[config.mk]
export PLATFORM = sky130hd
export DESIGN_NAME = avaliador_cor
export DESIGN_NICKNAME = d
export VERILOG_FILES = /design/src/rtl/avaliador_cor_pkg.sv /design/src/rtl/avaliador_cor_acumulador.sv /design/src/rtl/avaliador_cor.sv
export SDC_FILE = /design/constraint.sdc
export NUM_CORES = 1
export LEC_CHECK = 0
export CAP_MARGIN = 20
export CORE_ASPECT_RATIO = 0.8
export CORE_MARGIN = 4
export CORE_UTILIZATION = 50
export CTS_CLUSTER_DIAMETER = 150
export DETAILED_ROUTE_END_ITERATION = 16
export PLACE_DENSITY_LB_ADDON = 0.08
export SLEW_MARGIN = 40
export SYNTH_ARGS = -nofsm -noshare
export SYNTH_HDL_FRONTEND = slang
export SYNTH_SLANG_ARGS = --single-unit
[constraint.sdc]
create_clock -name clk -period 2.6 [get_ports clk]
set_clock_uncertainty 0.2 [all_clocks]
set_input_delay 0.78 -clock clk [delete_from_list [all_inputs] [get_ports clk]]
set_output_delay 0.78 -clock clk [all_outputs]
set_load 0.005 [all_outputs]
[src/rtl/avaliador_cor_pkg.sv]
// avaliador_cor_pkg: state encoding and colour-window helper for the colour evaluator
package avaliador_cor_pkg;
   typedef enum logic [2:0] {OCIOSO, DESCARTANDO, ACUMULANDO, DECIDINDO, AGUARDA_SAIDA} tipo_estado;
   function automatic logic dentro_janela(input int unsigned valor, input int unsigned vmin, input int unsigned vmax);
      return (valor >= vmin) && (valor <= vmax);
   endfunction
endpackage

[src/rtl/avaliador_cor_acumulador.sv]
// acumulador_canal: per-channel sample accumulator with truncating power-of-two average
// ports: clk, rst (sync, active-high), limpa (clear), soma (add amostra), amostra (sample), media (acc >> LOG2_N)
module acumulador_canal #(
   parameter int LARGURA = 8,
   parameter int LOG2_N  = 2
) (
   input  logic               clk,
   input  logic               rst,
   input  logic               limpa,
   input  logic               soma,
   input  logic [LARGURA-1:0] amostra,
   output logic [LARGURA-1:0] media
);
   logic [LARGURA+LOG2_N-1:0] acc;
   always_ff @(posedge clk)
      if (rst || limpa) acc <= '0;
      else if (soma) acc <= acc + {{LOG2_N{1'b0}}, amostra};
   assign media = acc[LARGURA+LOG2_N-1:LOG2_N];
endmodule

[src/rtl/avaliador_cor.sv]
// avaliador_cor: averages RGB samples per piece and emits a one-cycle pass/fail verdict
// ports: clk, rst (sync, active-high), presenca (piece present), amostra_valida/r/g/b (sample),
//        rgb (verdict, held), rgb_valido (verdict pulse), ocupado (measurement in progress)
module avaliador_cor
   import avaliador_cor_pkg::*;
#(
   parameter int LARGURA  = 8,
   parameter int LOG2_N   = 2,
   parameter int DESCARTE = 2,
   parameter int R_MIN    = 100,
   parameter int R_MAX    = 200,
   parameter int G_MIN    = 50,
   parameter int G_MAX    = 150,
   parameter int B_MIN    = 0,
   parameter int B_MAX    = 80
) (
   input  logic               clk,
   input  logic               rst,
   input  logic               presenca,
   input  logic               amostra_valida,
   input  logic [LARGURA-1:0] r,
   input  logic [LARGURA-1:0] g,
   input  logic [LARGURA-1:0] b,
   output logic               rgb,
   output logic               rgb_valido,
   output logic               ocupado
);
   localparam int N    = 1 << LOG2_N;
   localparam int CMAX = DESCARTE > N ? DESCARTE : N;
   localparam int CW   = $clog2(CMAX + 1);
   tipo_estado estado, prox;
   logic [CW-1:0] cnt, cnt_prox;
   logic limpa, soma, decide, veredito;
   logic [LARGURA-1:0] media_r, media_g, media_b;
   acumulador_canal #(.LARGURA(LARGURA), .LOG2_N(LOG2_N)) u_r (.clk(clk), .rst(rst), .limpa(limpa), .soma(soma), .amostra(r), .media(media_r));
   acumulador_canal #(.LARGURA(LARGURA), .LOG2_N(LOG2_N)) u_g (.clk(clk), .rst(rst), .limpa(limpa), .soma(soma), .amostra(g), .media(media_g));
   acumulador_canal #(.LARGURA(LARGURA), .LOG2_N(LOG2_N)) u_b (.clk(clk), .rst(rst), .limpa(limpa), .soma(soma), .amostra(b), .media(media_b));
   assign veredito = dentro_janela(media_r, R_MIN, R_MAX) && dentro_janela(media_g, G_MIN, G_MAX) && dentro_janela(media_b, B_MIN, B_MAX);
   always_ff @(posedge clk)
      if (rst) begin
         estado     <= OCIOSO;
         cnt        <= '0;
         rgb        <= 1'b0;
         rgb_valido <= 1'b0;
         ocupado    <= 1'b0;
      end else begin
         estado     <= prox;
         cnt        <= cnt_prox;
         rgb        <= decide ? veredito : rgb;
         rgb_valido <= decide;
         ocupado    <= prox == DESCARTANDO || prox == ACUMULANDO || prox == DECIDINDO;
      end
   // losing presence mid-measurement aborts before any sample in that cycle is used
   always_comb begin
      prox     = estado;
      cnt_prox = cnt;
      limpa    = 1'b0;
      soma     = 1'b0;
      decide   = 1'b0;
      case (estado)
         OCIOSO: begin
            limpa    = 1'b1;
            cnt_prox = '0;
            prox     = !presenca ? OCIOSO : DESCARTE == 0 ? ACUMULANDO : DESCARTANDO;
         end
         DESCARTANDO:
            if (!presenca) begin
               prox     = OCIOSO;
               limpa    = 1'b1;
               cnt_prox = '0;
            end else if (amostra_valida) begin
               prox     = cnt == CW'(DESCARTE - 1) ? ACUMULANDO : DESCARTANDO;
               cnt_prox = cnt == CW'(DESCARTE - 1) ? '0 : cnt + 1'b1;
            end
         ACUMULANDO:
            if (!presenca) begin
               prox     = OCIOSO;
               limpa    = 1'b1;
               cnt_prox = '0;
            end else if (amostra_valida) begin
               soma     = 1'b1;
               prox     = cnt == CW'(N - 1) ? DECIDINDO : ACUMULANDO;
               cnt_prox = cnt == CW'(N - 1) ? '0 : cnt + 1'b1;
            end
         DECIDINDO: begin
            prox   = presenca ? AGUARDA_SAIDA : OCIOSO;
            limpa  = !presenca;
            decide = presenca;
         end
         AGUARDA_SAIDA: prox = presenca ? AGUARDA_SAIDA : OCIOSO;
         default: prox = OCIOSO;
      endcase
   end
endmodule

==> metrics.md <==
| Metric | Value |
|---|---|
| Outcome | complete, no violations |
| TritonCTS buffer count | 5 |
| HP Start | u_r.acc[0]$_SDFFE_PP0P_ |
| Complex-gate fraction of the synthesized area | 23.9% |
| Max Freq | 395 MHz |
| Die span in x | 89.8 um |
| I/O Buffers | 30 |
| N_diodes | 0 |
| Final hold viol count | 0 |
| Share of cells above drive strength 1 | 20.0% |
| Logic pwr share | 12.9% |
| Crit path buf inv count | 2 |
| Vias per Instance | 5.53 |
| Setup CP Type | input port to flip-flop |
| Hold depth | 2 |
| Pwr dens | 320 nW/um2 |
| Setup TNS | 0 ns |
| R2r startpoint | u_b.acc[0]$_SDFFE_PP0P_ |
| Number of flops mapped to enable cells by yosys | 0 |
| Total design power | 0.00114 W |
| Initial antenna violation count | 0 |
| H-Tree Depth | 2 |
| Main combinational cell family by area after synthesis | compound AO/OA/AOI/OAI gates |
| Peak supply drop | 0.000169 V |
| Most used flip-flop cell after synthesis | dfxtp_1 |
| Largest net degree at the start of global routing | 21 |
| Sequential area share after synthesis | 29.2% |
| Post-Synth XOR/XNOR Area | 3.60% |
| Routed wire length | 6.37 mm |
| Net count, final | 462 |
| Psw | 0.000275 W |
| Max_slew headroom | 71.2% |
| Unique masters post-synth | 53 |
| Synth Area per Inst | 8.06 um2 |
| Post-layout minimum cycle time | 2.53 ns |
| Post-synth top area share | 29.2% |
| Placed Instance Area | 3310 um2 |
| Clock Latency Late Sink | 0.29 ns |
| Reg2reg setup slack | 0.55 ns |
| DRC | 0 |
| Global-route wire length before repair | 10.8 mm |
| FF-to-FF path depth | 7 |
| Synth warnings | 0 |
| Pleak | 1.48 nW |
| Worst Max-Slew Pin Slew | 0.431 ns |
| Hold Path Class | flip-flop to flip-flop |
| Finished Cell Area | 3580 um2 |
| Worst path depth | 8 |
| Placer Congestion | 0.875 |
| Clk slew on worst S/H paths | 0.07 ns |
| CTS root buf | clkbuf_8 |
| Clock group share of total power | 34.5% |
| Asr flop ratio synth | 0% |
| Simple-gate portion of the synthesized area | 21.8% |
| Synth Area in Adders | 15.7% |
| First-pass DRT Iterations | 4 |
| Largest delay share family, worst path | buffers and inverters |
| Num ports | 31 |
| Die footprint | 6590 um2 |
| Area Overhead vs Synth | 33.7% |
| Crit path max fanout | 2 |
| Worst Path Arrival | 2.49 ns |
| Internal power | 0.000869 W |
| Number of synthesized register bits | 39 |
| Setup Viol. Count Final | 0 |
| WL per Instance | 13.7 um |
| Hold EP | u_r.acc[0]$_SDFFE_PP0P_ |
| Mapped Nets | 391 |
| Final HPWL DP | 4.90 mm |
| Site Rows | 23 |
| CORE AREA | 5090 um2 |
| Reg2reg end | u_b.acc[4]$_SDFFE_PP0P_ |
| Sequential cell fraction of total power | 52.6% |
| Number of global-route vias before repair | 2378 |
| Mapped Cells | 332 |
| CTS Hold Buffers Added | 0 |
| Cell at the slowest stage of the critical path | clkdlybuf4s50_1 |
| DRT antenna net count | 0 |
| Initial Utilization | 52.5% |
| Total GRT Usage | 20.1% |
| CP required | 2.56 ns |
| Max Slew Vio Count | 0 |
| CTS Sinks | 39 |
| Initial drt markers | 129 |
| Largest cells by area after synthesis | dfxtp_1, ha_1, nand2_1 |
| Sw frac | 24.1% |
| Max_cap viols | 0 |
| Area leader, netlist | dfxtp_1 |
| Multiplexer share of the synthesized area | 1.17% |
| Post-Syn Area | 2680 um2 |
| Die H | 73.4 um |
| Overflow after GRT | 0 |
| Routed via count | 2579 |
| CTS Buffer Depth | 2 |
| Startpoint types | input port |
| Worst setup EP type | flip-flop |
| CTS tree | yes |
| Largest stage delay, worst path | 0.43 ns |
| CP cell instances | clkdlybuf4s50_1, ha_1, a21oi_2, o2111ai_2, buf_4, nand3_1, mux2i_1, o311ai_1 |
| Final worst path period share | 97.3% |
-- placed cells by master, fill, tap and decap left out, types with 2 or more instances in the layout --
cell,instances
nand2_1,46
nor2b_1,3
a31o_2,2
o211ai_1,9
ha_2,2
xnor2_1,2
dfxtp_1,39
nand2b_4,2
inv_1,15
mux2i_1,2
ha_1,23
o2111ai_2,2
nand2b_1,3
clkbuf_8,5
clkdlybuf4s50_1,25
a21o_1,6
fa_2,3
buf_4,43
ha_4,3
a21oi_2,2
nand3_1,13
a21oi_1,28
a211o_1,3
or3_1,2
a211oi_1,6
nor3_1,7
dlymetal6s2s_1,5
nand4b_1,2
or2_2,2
a211oi_4,2
nor2_1,30
o21ai_1,6
nor3b_1,3
o21ai_0,13
xor2_1,9
nand4_1,3
-- worst register-to-register path, cell delays in order, from the launching register on --
cell and delay [ns]:
dfxtp_1 0.34, ha_4 0.18, fa_2 0.41, buf_4 0.16
a21o_1 0.15, a211o_1 0.29, o211ai_1 0.11, a21oi_1 0.09
-- power groups by stage --
stage | clock network, W | logic (W) | registers (W)
finish | 0.000395 | 0.000148 | 0.000602
global route | 0.000435 | 0.000162 | 0.000602
CTS | 0.000411 | 0.000141 | 0.000602
detailed placement | 0 | 0.000139 | 0.000616
global placement | 0 | 0.000137 | 0.000615
floorplan | 0 | 0.0000615 | 0.000614
-- layer usage --
layer / global-route usage [%] / routed length, um / up-vias
li1: - / - / 1349
met1: 27.5 / 3290 / 1176
met2: 32.3 / 2740 / 49
met3: 5.02 / 301 / 5
met4: 4.59 / 46 / 0
met5: 0 / 0 / -
-- final cells by class --
type / instances / area, um2
multi-input combinational: 267 / 1920
fill: 435 / 1520
sequential: 39 / 781
timing repair buffer: 74 / 656
tap: 62 / 77.6
clock buffer: 6 / 72.6
inverter: 16 / 60.1
clock inverter: 2 / 12.5
-- cell families (layout without fill, tap and decap cells) --
| family | Yosys count | in the layout |
|---|---|---|
| XOR/XNOR | 11 | 11 |
| AND/OR/NAND/NOR | 123 | 123 |
| adder cells (fa/ha/maj) | 32 | 32 |
| buffers and inverters | 26 | 98 |
| flip-flops | 39 | 39 |
| multiplexers | 3 | 3 |
| AO/OA/AOI/OAI | 98 | 98 |
-- through the flow --
step | util, % | setup slack (ns) | hold WS (ns) | std cells
after floorplan | - | 0.0948 | 0.240 | 332
after global placement | 65.0 | -0.352 | 0.248 | 455
after detailed placement | 65.0 | -0.385 | 0.255 | 455
after CTS | 67.4 | 0.00122 | 0.266 | 464
after global routing | 70.2 | -0.00159 | 0.293 | 466
final | 70.2 | 0.0714 | 0.265 | 466
-- timing repair --
| action | 4_1_cts | 5_1_grt |
|---|---|---|
| buffers inserted | 1 | 2 |
| pin swaps | 4 | 22 |
| resized for setup | 6 | 30 |
| setup endpoints to repair | 10 | 17 |
-- flip-flops by register name (all words and copies together) (netlist names) --
signal / cells
rgb_valido: 1
cnt: 3
u_g.acc: 10
ocupado: 1
estado: 3
u_r.acc: 10
u_b.acc: 10
rgb: 1
-- cells in the mapped netlist, types with 4 or more instances --
master,instances
a211oi_1,8
o21ai_0,17
nand2b_1,4
buf_2,7
dfxtp_1,39
a21oi_1,31
nand2_1,46
ha_1,28
inv_1,16
nand3_1,13
o211ai_1,9
xor2_1,9
nor2_1,30
nor3_1,8
a21o_1,6
-- worst max-delay path by stage --
| stage | start | to | slack (ns) |
|---|---|---|---|
| floorplan | b[0] | u_b.acc[6]$_SDFFE_PP0P_ | 0.09 |
| global placement | b[0] | u_b.acc[6]$_SDFFE_PP0P_ | -0.35 |
| detailed placement | b[0] | u_b.acc[6]$_SDFFE_PP0P_ | -0.38 |
| CTS | b[0] | u_b.acc[4]$_SDFFE_PP0P_ | 0.001 |
| global route | g[1] | u_g.acc[7]$_SDFFE_PP0P_ | -0.002 |
| finish | g[1] | u_g.acc[7]$_SDFFE_PP0P_ | 0.07 |
Power figures use the tool's default switching activity.
